===== src/rtl/accum_32bit.sv =====
// Streaming accumulator around an external combinational 32-bit adder.
// Sums in_last-delimited packets and holds one result word behind a valid/ready handshake.
module accum_32bit #(
    parameter int CNT_W = 8
) (
    input  logic             clk,
    input  logic             rst,
    input  logic             in_valid,
    output logic             in_ready,
    input  logic [31:0]      in_data,
    input  logic             in_last,
    output logic [31:0]      add_a,
    output logic [31:0]      add_b,
    input  logic [31:0]      add_sum,
    output logic             out_valid,
    input  logic             out_ready,
    output logic [31:0]      out_data,
    output logic [CNT_W-1:0] out_count,
    output logic             out_ovf
);

    // Handshake: a word moves on a rising edge where in_valid && in_ready;
    // a result moves where out_valid && out_ready. Neither ready depends on its valid.
    typedef enum logic {
        ACCUM = 1'b0,
        HOLD  = 1'b1
    } state_t;

    state_t           state;
    state_t           state_next;
    logic [31:0]      acc;
    logic [CNT_W-1:0] count;
    logic [CNT_W-1:0] count_inc;
    logic             ovf_sticky;
    logic             wrap;
    logic             accept;

    assign add_a     = acc;
    assign add_b     = in_data;
    assign accept    = in_valid && (state == ACCUM);
    // A modulo-2^32 sum smaller than the old accumulator means the add wrapped.
    assign wrap      = (add_sum < acc);
    assign count_inc = (&count) ? count : count + CNT_W'(1);

    always_comb begin
        state_next = state;
        in_ready   = 1'b0;
        out_valid  = 1'b0;
        case (state)
            ACCUM: begin
                in_ready = 1'b1;
                if (in_valid && in_last) state_next = HOLD;
            end
            HOLD: begin
                out_valid = 1'b1;
                if (out_ready) state_next = ACCUM;
            end
            default: state_next = ACCUM;
        endcase
    end

    always_ff @(posedge clk) begin
        if (rst) begin
            state      <= ACCUM;
            acc        <= '0;
            count      <= '0;
            ovf_sticky <= 1'b0;
            out_data   <= '0;
            out_count  <= '0;
            out_ovf    <= 1'b0;
        end else begin
            state <= state_next;
            if (accept) begin
                if (in_last) begin
                    out_data   <= add_sum;
                    out_count  <= count_inc;
                    out_ovf    <= ovf_sticky | wrap;
                    acc        <= '0;
                    count      <= '0;
                    ovf_sticky <= 1'b0;
                end else begin
                    acc        <= add_sum;
                    count      <= count_inc;
                    ovf_sticky <= ovf_sticky | wrap;
                end
            end
        end
    end

endmodule


===== config.mk =====
export PLATFORM = sky130hd
export DESIGN_NAME = accum_32bit
export DESIGN_NICKNAME = d
export VERILOG_FILES = /design/src/rtl/accum_32bit.sv
export SDC_FILE = /design/constraint.sdc
export NUM_CORES = 1
export LEC_CHECK = 0
export ABC_AREA = 1
export CAP_MARGIN = 20
export CORE_ASPECT_RATIO = 1.75
export CORE_MARGIN = 1
export CORE_UTILIZATION = 25
export DETAILED_ROUTE_END_ITERATION = 12
export PLACE_DENSITY = 0.51
export SYNTH_ARGS = -nofsm -noshare
export SYNTH_HDL_FRONTEND = slang
export SYNTH_SLANG_ARGS = --single-unit

===== constraint.sdc =====
create_clock -name clk -period 2.87 [get_ports clk]
set_input_delay 0.574 -clock clk [delete_from_list [all_inputs] [get_ports clk]]
set_output_delay 0.574 -clock clk [all_outputs]
set_load 0.03 [all_outputs]

======== Yosys cells after proc, flatten, opt, wreduce, memory -nomap -nowiden ========
Cells that the tools add are included.
word-level totals
  word-level logic and storage cells ...... 24
  output and inout bits ................... 107
  bits in registers ....................... 83
  input port bits ......................... 69
operators by class
  bitwise gates (word level) .............. 2
  mux-type cells .......................... 9
  reductions and logical operators ........ 4
  $lt $le $gt $ge ......................... 1
  $add $sub $neg .......................... 1
operators with widths
  kind                                         count
  less-than comparator 32 bit                  1
  two-way mux 32 bit                           1
  two-way mux 8 bit                            2
  adder 8 x 1 -> 8 bit, second input constant  1
  AND reduction 8 bit                          1
  two-way mux 1 bit                            5
  logical AND 1 bit                            2
  case mux 1 bit (2 select lines)              1
  AND reduction 2 bit                          1
  inverter 1 bit                               1
  OR 1 bit                                     1

======== Logic depth before layout (Yosys ltp) ========
Gate-level depths: netlist (run 1).
  word-level depth ........................ 3
  depth in mapped cells ................... 15
  gate-level depth less buffers ........... 15

======== Least setup slack after synthesis (run 1) ========
Ideal clock, no wire load.
  kind .................................... register to register
  from .................................... register state
  to ...................................... register out_data[1]
  cell stages (with the launch flop) ...... 9
  required time ........................... 2753 ps
  path slack .............................. 1193 ps
  arrival ................................. 1560 ps
  path buffers ............................ 2
  clock period less this slack ............ 1677 ps
  cell sequence ........................... dfxtp_1 inv_1 nand2_1 nor2_1 inv_1 nor2_1 buf_4 buf_4 a22o_1
between the ends
  word-level cells in the longest chain between the ends .. 3
ends and longest elaborated chain
  item                                  RTL line  text
  start, declared                       29        state_t state;
  start signal, assigned                72        state <= state_next;
  inverter 1 bit                        n/a
  logical AND 1 bit                     40        assign accept = in_valid && (state == ACCUM);
  AND reduction 2 bit (no source line)  n/a
  end signal, assigned                  75        out_data <= add_sum;
  end, declared                         17        output logic [31:0] out_data,
No other way between the ends.
A chain may end at the register's enable or synchronous reset.

======== Final worst setup path (run 1) ========
  from .................................... register state
  to ...................................... output port in_ready
between the ends
  word-level cells in the longest chain between the ends .. 1
ends and longest elaborated chain
  item               RTL line  text
  two-way mux 1 bit  49        case (state)
  end, declared      9         output logic in_ready,
No other way between the ends.

==> results of run 1 <==
power groups by stage:
stage,clock network [mW],logic [mW],registers [mW]
6_report,1.14,0.468,1.23
5_1_grt,1.23,0.513,1.23
4_1_cts,1.19,0.478,1.23
3_5_place_dp,0,0.476,1.25
3_3_place_gp,0,0.465,1.25
2_1_floorplan,0,0.256,1.34
worst max-delay path: stages, from the launching register on:
cell,delay [ns]
dfxtp_1,0.32
inv_1,0.11
clkdlybuf4s50_1,0.72
area by class of cell:
| type | count | area, um2 |
|---|---|---|
| tap | 186 | 233 |
| sequential | 83 | 1660 |
| multi-input combinational | 294 | 1770 |
| clock inverter | 4 | 52.6 |
| clock buffer | 10 | 239 |
| timing repair buffer | 117 | 1160 |
| inverter | 48 | 181 |
| fill | 1592 | 10100 |
layer usage:
metal / vias up / global-route usage (%)
li1: 1697 / -
met1: 1584 / 13.6
met2: 88 / 25.0
met3: 38 / 2.84
met4: 0 / 6.62
met5: - / 0
cells in the final DEF, fill, tap and decap left out, types with 2 or more instances in the layout:
cell type / instances
inv_1: 46
nand2_1: 120
nor3_1: 2
xor2_1: 4
clkinvlp_4: 3
or2_1: 2
ha_1: 32
o21ai_0: 9
nand2_2: 2
dfxtp_1: 83
clkbuf_16: 9
nor2_1: 12
a22o_1: 36
buf_4: 5
nor2_4: 3
nand3_1: 7
clkdlybuf4s50_1: 110
a21oi_1: 55
Yosys cell counts, drive strengths merged:
cell     number
a21oi        56
a22o         36
a2bb2oi       1
a32o          1
buf          43
clkbuf       10
clkinv        1
dfxtp        83
ha           32
inv          47
nand2       122
nand3         8
nand4         1
nor2         15
nor3          3
o21a          1
o21ai        10
o31ai         1
or2           3
xor2          4
worst max path at each step:
stage	start	to	cells past startpoint
3_5_place_dp	in_last	out_data[10]	5
3_3_place_gp	in_last	out_data[11]	5
2_1_floorplan	state	out_data[1]	8
4_1_cts	in_last	out_data[10]	5
6_report	state	in_ready	2
5_1_grt	in_last	ovf_sticky	6
stage by stage:
stage,hold slack [ns],cells
after floorplan,0.451,478
after global placement,0.438,728
after detailed placement,0.445,728
after CTS,0.461,742
after global routing,0.486,742
final,0.456,742
logic make-up after synthesis:
family          Yosys count
fa+ha+maj                32
simple gates            152
buf+inv                 101
flops                    83
xor+xnor                  4
compound gates          106
state kept, by name, indices dropped and copies added (netlist names):
name	count
add_a	32
out_data	32
count	8
out_count	8
out_ovf	1
ovf_sticky	1
state	1
==> flow_metrics.py, run 1 <==
metrics = {
    "synthesis": {
        "syn_inst": 478,
        "synth-warning-count": 0,
        "synth_top_area_share_pct": 42.3,
        "synth.top_cells.by_area": "dfxtp_1 42%, nand2_1 12%, ha_1 10%, a22o_1 8.0%, a21oi_1 7.0%",
        "avgSynthCellArea_um2": 8.21,
        "synth_top_family_by_area": "compound AO/OA/AOI/OAI gates",
        "synth_cell_types": 28,
        "synth_top_area_cell": "dfxtp_1",
        "synthXorXnorAreaFrac_pct": 0.893,
        "syn-num-nets": 579,
        "synth_mux_area_share_pct": 0,
        "synth_compound_area_share_pct": 17.5,
        "yosys.area_share.adder_pct": 10.2,
        "synth_area_mm2": 0.00392,
        "synth-seq-cells": 83,
        "synth-seq-area-share_pct": 42.3,
        "yosys.area_share.simple_pct": 15.8,
    },
    "route": {
        "wl_met3_um": 539,
        "vias_per_cell": 4.59,
        "met1_length_um": 4080,
        "vias": 3407,
        "drc_errors": 0,
        "wl_um": 10600,
        "first_pass_iters": 4,
        "ant_nets": 0,
        "wl_met2_um": 5650,
        "drt_iter0_drc": 73,
        "highest_layer": "met4",
        "wl_per_cell_um": 14.3,
    },
    "finish": {
        "drive_above_1_share_pct": 5.94,
        "final_util_pct": 34.4,
        "area_delta_synth_final_pct": 35.0,
        "nets": 654,
        "diodes": 0,
        "stdcell_area_mm2": 0.00530,
    },
    "floorplanning": {
        "fp.dieArea_mm2": 0.0162,
        "die_x_um": 96.7,
        "start_util_pct": 25.5,
        "die_h_um": 168,
        "pin_count": 176,
        "core_mm2": 0.0154,
        "row_count": 60,
    },
    "setup_path": {
        "cp-end-kind": "output pin",
        "crit_type": "register to output pin",
        "r2r_slack_ns": 1.12,
        "crit_fanout": 3,
        "crit_arrival_ns": 1.48,
        "rr_endpoint": "out_data[10]",
        "worstReg2RegStart": "state",
        "worstPathRequired_ns": 2.30,
        "worst_r2r_path_depth": 5,
        "startpoint_type": "register",
    },
    "placed_design": {
        "io_buffers": 111,
        "dp_slack_ns": 0.447,
        "hpwlAfterDp_um": 7720,
        "gp_congestion": 0.719,
        "dpl_cell_area_mm2": 0.00501,
    },
    "global_route": {
        "grt_max_degree": 43,
        "grt_pass1_wl_um": 17300,
        "antenna_found_initial": 0,
        "first_global_vias": 3508,
        "grt_overflow": 0,
        "gr-usage-all-layers_pct": 13.3,
    },
    "sta": {
        "max_slew.worst_pin.slew_ns": 1.06,
        "grt_setup_unrepaired": "false",
        "max_clock_freq_ghz": 0.488,
        "final.setup_skew_ns": 0.00933,
        "post-route-period-util_pct": 71.4,
        "relSlewSlack_pct": 28.9,
        "finalMaxSlewViolations": 0,
        "fin_crit_ns": 2.05,
        "setup_slack_ns": 0.820,
        "timing.setup.tns_ns": 0,
        "setup_viol": 0,
        "hold_violations": 0,
    },
    "pwr": {
        "p_leak_nw": 2.04,
        "sw_frac_of_total_pct": 26.4,
        "p_per_area_mw_per_mm2": 535,
        "power_mw": 2.83,
        "intPower_mw": 2.09,
        "ir_drop_v": 0.000288,
        "p_comb_share_pct": 16.5,
        "power.switching_uw": 749,
        "seqPwrFrac_pct": 43.3,
        "clockPowerShare_pct": 40.2,
    },
    "run_status": {
        "outcome": "completed",
    },
    "clock_network": {
        "clock_path_buffers": 2,
        "hold_buffers": 0,
        "cts.sinks": 83,
        "tritoncts": "built",
        "post_cts_resized": 0,
        "numCtsBuffers": 9,
        "clock_latency_ns": 0.33,
        "htree_num_levels": 3,
        "postCtsSetupBuffers": 0,
        "cts.reportedPaths.clkPinSlew_ns": 0.06,
        "cts_root_buf": "clkbuf_16",
    },
    "worst_hold_path": {
        "hp-start": "out_ovf",
        "worstHoldPathType": "register to register",
        "hold_depth": 2,
        "min_to": "out_ovf",
    },
    "run": {
        "max-cap-violations": 0,
    },
}
Note: power is estimated with default switching activity, not from simulation.
==> inputs of run 2 (changes only) <==
--- a/config.mk
+++ b/config.mk
@@ -11,7 +11,7 @@
 export CORE_MARGIN = 1
 export CORE_UTILIZATION = 25
 export DETAILED_ROUTE_END_ITERATION = 12
-export PLACE_DENSITY = 0.51
+export PLACE_DENSITY = 0.53
 export SYNTH_ARGS = -nofsm -noshare
 export SYNTH_HDL_FRONTEND = slang
 export SYNTH_SLANG_ARGS = --single-unit
==> constraint.sdc (replaced) <==
create_clock -name clk -period 1.7 [get_ports clk]
set_input_delay 0.34 -clock clk [delete_from_list [all_inputs] [get_ports clk]]
set_output_delay 0.34 -clock clk [all_outputs]
set_load 0.03 [all_outputs]
==> run 2 against run 1 <==
Critical path depth decreased by 1. Global-route usage increased by 1.3 points. Critical path type unchanged. Worst setup slack got worse by 0.78 ns. Largest cell class unchanged.
==> flow_metrics.py, run 2 (synthesis gave the netlist of run 1 again) <==
metrics = {
    "sta": {
        "finalMaxSlewViolations": 0,
        "whs_ns": 0.369,
        "setup_slack_ns": 0.0353,
        "timing.setup.tns_ns": 0,
        "post-route-period-util_pct": 97.9,
        "hold_violations": 0,
        "max_clock_freq_ghz": 0.601,
        "grt_setup_unrepaired": "true",
        "max_slew.worst_pin.slew_ns": 0.513,
        "relSlewSlack_pct": 65.8,
        "final.setup_skew_ns": 0.00809,
        "fin_crit_ns": 1.66,
        "setup_viol": 0,
    },
    "route": {
        "drt_iter0_drc": 88,
        "wl_per_cell_um": 14.7,
        "first_pass_iters": 4,
        "wl_um": 11600,
        "vias": 3559,
        "drc_errors": 0,
        "ant_nets": 0,
        "vias_per_cell": 4.52,
    },
    "placed_design": {
        "io_buffers": 111,
        "gp_congestion": 0.749,
        "hpwlAfterDp_um": 8380,
        "dp_slack_ns": -0.364,
        "dpl_cell_area_mm2": 0.00535,
    },
    "floorplanning": {
        "row_count": 60,
        "core_mm2": 0.0154,
        "fp.dieArea_mm2": 0.0162,
        "pin_count": 176,
        "die_x_um": 96.7,
        "start_util_pct": 25.5,
        "die_h_um": 168,
    },
    "clock_network": {
        "cts_root_buf": "clkbuf_16",
        "cts.reportedPaths.clkPinSlew_ns": 0.06,
        "clock_latency_ns": 0.34,
        "hold_buffers": 0,
        "tritoncts": "built",
        "numCtsBuffers": 9,
        "htree_num_levels": 3,
        "cts.sinks": 83,
        "clock_path_buffers": 2,
    },
    "setup_path": {
        "cp-end-kind": "output pin",
        "startpoint_type": "register",
        "slowest_delay_ns": 0.67,
        "crit_fanout": 2,
        "crit_type": "register to output pin",
        "crit_family": "buffers and inverters",
        "crit_chain": "clkdlybuf4s50_1",
        "crit_arrival_ns": 1.32,
        "worstPathRequired_ns": 1.36,
        "critical_path_buf_inv_count": 1,
        "cp_slowest_cell": "clkdlybuf4s50_1",
    },
    "finish": {
        "stdcell_area_mm2": 0.00576,
        "final_cell_mix": "118 x nand2_1, 79 x dfxtp_1, 57 x dlygate4sd2_1, 51 x a21oi_1",
        "drive_above_1_share_pct": 16.5,
        "nets": 697,
        "diodes": 0,
        "layout_commonest_cell": "nand2_1",
        "area_delta_synth_final_pct": 46.9,
        "final_util_pct": 37.4,
        "fill_cells": 1574,
    },
    "global_route": {
        "grt_max_degree": 42,
        "met2_usage_pct": 28.4,
        "grt_overflow": 0,
        "grt_pass1_wl_um": 18600,
        "first_global_vias": 3631,
        "gr-usage-met3_pct": 2.88,
        "gr-usage-all-layers_pct": 14.5,
        "grt_busiest_layer": "met2",
        "use_met1_pct": 14.5,
        "antenna_found_initial": 1,
    },
    "worst_hold_path": {
        "worstHoldPathType": "primary input to register",
    },
    "pwr": {
        "p_per_area_mw_per_mm2": 864,
        "seqPwrFrac_pct": 41.6,
        "sw_frac_of_total_pct": 26.5,
        "intPower_mw": 3.66,
        "p_comb_share_pct": 17.5,
        "power.switching_mw": 1.32,
        "clockPowerShare_pct": 40.9,
        "p_leak_nw": 2.84,
        "ir_drop_v": 0.000396,
    },
    "run": {
        "max-cap-violations": 0,
    },
    "run_status": {
        "outcome": "completed",
    },
}
-- run 2: changes by cell type in the layout (fill, tap and decap cells not counted), sizes merged --
| cell | delta |
|---|---|
| dlymetal6s2s | +20 |
| clkdlybuf4s50 | -78 |
| dlygate4sd2 | +57 |
| clkbuf | +3 |
| buf | +44 |
| clkinvlp | -1 |
-- run 2: final timing paths --
path / start / to / slack (ns) / depth (start not counted)
worst max-delay path: out_data[1] / out_data[1] / 0.04 / 1
worst min-delay path: add_sum[1] / out_data[1] / 0.37 / 3
worst max register to register: count[0] / count[1] / 0.11 / 8
worst min register to register: out_count[5] / out_count[5] / 0.47 / 1
-- run 2: metal layers --
layer,up-vias,wire length [um]
li1,1781,-
met4,2,285
met2,87,6370
met1,1649,4430
met5,-,13
met3,40,481
-- run 2: final cells by class --
cell class	count	area, um2	area share, %
Multi-Input combinational cell	294	1870	32.4
Sequential cell	83	1670	28.9
Timing Repair Buffer	160	1500	26.0
Clock buffer	13	270	4.69
Tap cell	186	233	4.04
Inverter	48	181	3.15
Clock inverter	3	45.0	0.782
-- run 2: power groups by stage --
| stage | registers (mW) | clock network [mW] | logic [mW] |
|---|---|---|---|
| global placement | 2.12 | 0 | 0.887 |
| detailed placement | 2.12 | 0 | 0.893 |
| finish | 2.07 | 2.04 | 0.872 |
| CTS | 2.07 | 2.10 | 0.861 |
| floorplan | 2.25 | 0 | 0.432 |
| global route | 2.08 | 2.18 | 0.955 |
-- run 2: per-stage QoR --
step | std cells | power [mW]
floorplan | 478 | 2.69
global route | 787 | 5.22
CTS | 785 | 5.04
global placement | 769 | 3.00
detailed placement | 769 | 3.01
finish | 787 | 4.98
-- run 2: repair_timing --
item,CTS,global route
pin swaps,1,3
buffers inserted,0,2
setup endpoints to repair,58,19
resized for setup,59,43
==> inputs of run 3 (changes only) <==
--- a/config.mk
+++ b/config.mk
@@ -11,7 +11,7 @@
 export CORE_MARGIN = 1
 export CORE_UTILIZATION = 25
 export DETAILED_ROUTE_END_ITERATION = 12
-export PLACE_DENSITY = 0.53
+export PLACE_DENSITY = 0.57
 export SYNTH_ARGS = -nofsm -noshare
 export SYNTH_HDL_FRONTEND = slang
 export SYNTH_SLANG_ARGS = --single-unit
==> run 3 against run 2 <==
First-iteration DRC count grew 14%. Count of clock-buffer cells in the layout decreased by 3. Cell count shrank 0.13%. Worst setup slack got worse by 0.0013 ns. Sequential cell count is the same. Critical path type unchanged.
==> flow_metrics.py, run 3 (synthesis gave the netlist of run 1 again) <==
metrics = {
    "worst_hold_path": {
        "worstHoldPathType": "primary input to register",
        "hold_depth": 2,
    },
    "sta": {
        "setup_viol": 0,
        "timing.setup.tns_ns": 0,
        "hold_violations": 0,
        "max_clock_freq_ghz": 0.600,
        "final.setup_skew_ns": 0.0117,
        "relSlewSlack_pct": 75.1,
        "finalMaxSlewViolations": 0,
        "fin_crit_ns": 1.67,
        "max_slew.worst_pin.slew_ns": 0.375,
        "grt_setup_unrepaired": "true",
        "post-route-period-util_pct": 98.0,
    },
    "route": {
        "ant_nets": 0,
        "wl_per_cell_um": 14.8,
        "met1_length_um": 4540,
        "wl_met3_um": 487,
        "drt_iter0_drc": 100,
        "drc_errors": 0,
        "vias_per_cell": 4.55,
        "first_pass_iters": 4,
        "wl_met2_um": 6310,
        "highest_layer": "met4",
        "vias": 3575,
        "wl_um": 11600,
    },
    "setup_path": {
        "cp_slowest_cell": "clkdlybuf4s50_1",
        "worstPathRequired_ns": 1.36,
        "cp-end-kind": "output pin",
        "worst_r2r_path_depth": 8,
        "crit_chain": "clkdlybuf4s50_1",
        "critical_path_buf_inv_count": 1,
        "slowest_delay_ns": 0.67,
        "crit_type": "register to output pin",
        "startpoint_type": "register",
        "crit_family": "buffers and inverters",
        "crit_cells": 1,
        "crit_fanout": 2,
        "crit_arrival_ns": 1.33,
    },
    "placed_design": {
        "gp_congestion": 0.743,
        "hpwlAfterDp_um": 8480,
        "io_buffers": 111,
        "place_inst": 768,
    },
    "clock_network": {
        "cts_root_buf": "clkbuf_16",
        "clock_path_buffers": 2,
        "cts.sinks": 83,
        "tritoncts": "built",
        "cts.reportedPaths.clkPinSlew_ns": 0.06,
        "hold_buffers": 0,
        "numCtsBuffers": 9,
        "clock_latency_ns": 0.34,
        "htree_num_levels": 3,
    },
    "finish": {
        "final_util_pct": 37.2,
        "final_cells": 786,
        "drive_above_1_share_pct": 15.7,
        "fill_cells": 1594,
        "nets": 696,
        "diodes": 0,
        "area_delta_synth_final_pct": 45.8,
        "layout_commonest_cell": "nand2_1",
        "final_cell_mix": "116 x nand2_1, 81 x dfxtp_1, 62 x dlygate4sd2_1, 52 x a21oi_1, 46 x inv_1",
    },
    "global_route": {
        "gr-usage-all-layers_pct": 14.3,
        "antenna_found_initial": 0,
        "grt_overflow": 0,
        "grt_pass1_wl_um": 18300,
        "grt_max_degree": 30,
        "first_global_vias": 3599,
    },
    "pwr": {
        "p_leak_nw": 2.79,
        "p_per_area_mw_per_mm2": 878,
        "ir_drop_v": 0.000411,
    },
    "floorplanning": {
        "fp.dieArea_mm2": 0.0162,
        "start_util_pct": 25.5,
        "pin_count": 176,
        "die_x_um": 96.7,
        "row_count": 60,
        "die_h_um": 168,
        "core_mm2": 0.0154,
    },
    "run_status": {
        "outcome": "completed",
    },
    "run": {
        "max-cap-violations": 0,
    },
}
## run 3: cell count changes in the layout (fill, tap and decap cells not counted), moves of 2 or more
| cell | previous run | this run |
|---|---|---|
| nand2_2 | 4 | 6 |
| o21ai_1 | 3 | 1 |
| dfxtp_1 | 79 | 81 |
| o21ai_0 | 5 | 8 |
| dfxtp_2 | 4 | 2 |
| nand2_1 | 118 | 116 |
| dlymetal6s2s_1 | 20 | 17 |
| dlygate4sd2_1 | 57 | 62 |
| clkinv_4 | 0 | 2 |
| clkbuf_8 | 3 | 0 |
## run 3: routing by layer
metal / vias up / GRT usage, %
li1: 1778 / -
met1: 1671 / 15.1
met2: 91 / 27.1
met3: 35 / 2.63
met4: 0 / 6.55
met5: - / 0
## run 3: power breakdown
part | internal (mW) | switching [mW] | leakage (nW) | total, mW
clock | 1.29 | 0.798 | 0.153 | 2.09
sequential | 2.02 | 0.0493 | 0.677 | 2.07
combinational | 0.372 | 0.488 | 1.96 | 0.860
total | 3.68 | 1.34 | 2.79 | 5.02
## run 3: layout make-up
cell class                 count  area, um2  share of cell area (%)
clock buffer                  10        229                    4.00
inverter                      48        181                    3.17
tap                          186        233                    4.07
timing repair buffer         159       1470                    25.7
sequential                    83       1660                    29.1
multi-input combinational    294       1850                    32.4
clock inverter                 6       90.1                    1.57
## run 3: metrics by stage
step                cell area, um2  hold WS [ns]  power, mW  setup slack [ns]
global placement              5330         0.441       2.99            -0.327
detailed placement            5330         0.452       3.01            -0.337
finish                        5720         0.316       5.02            0.0340
floorplan                     3920         0.443       2.69            0.0235
CTS                           5570         0.467       5.10           0.00309
global route                  5720         0.331       5.28           -0.0797
## run 3: final timing paths
kind / startpoint / end / slack (ns)
max: out_data[6] / out_data[6] / 0.03
min: add_sum[6] / out_data[6] / 0.32
max reg2reg: count[1] / count[1] / 0.13
min reg2reg: out_ovf / out_ovf / 0.46
## run 3: timing repair
item	CTS	global route
buffers inserted	0	2
setup endpoints to repair	62	15
resized for setup	62	36
hold endpoints to repair	0	0
pin swaps	0	4
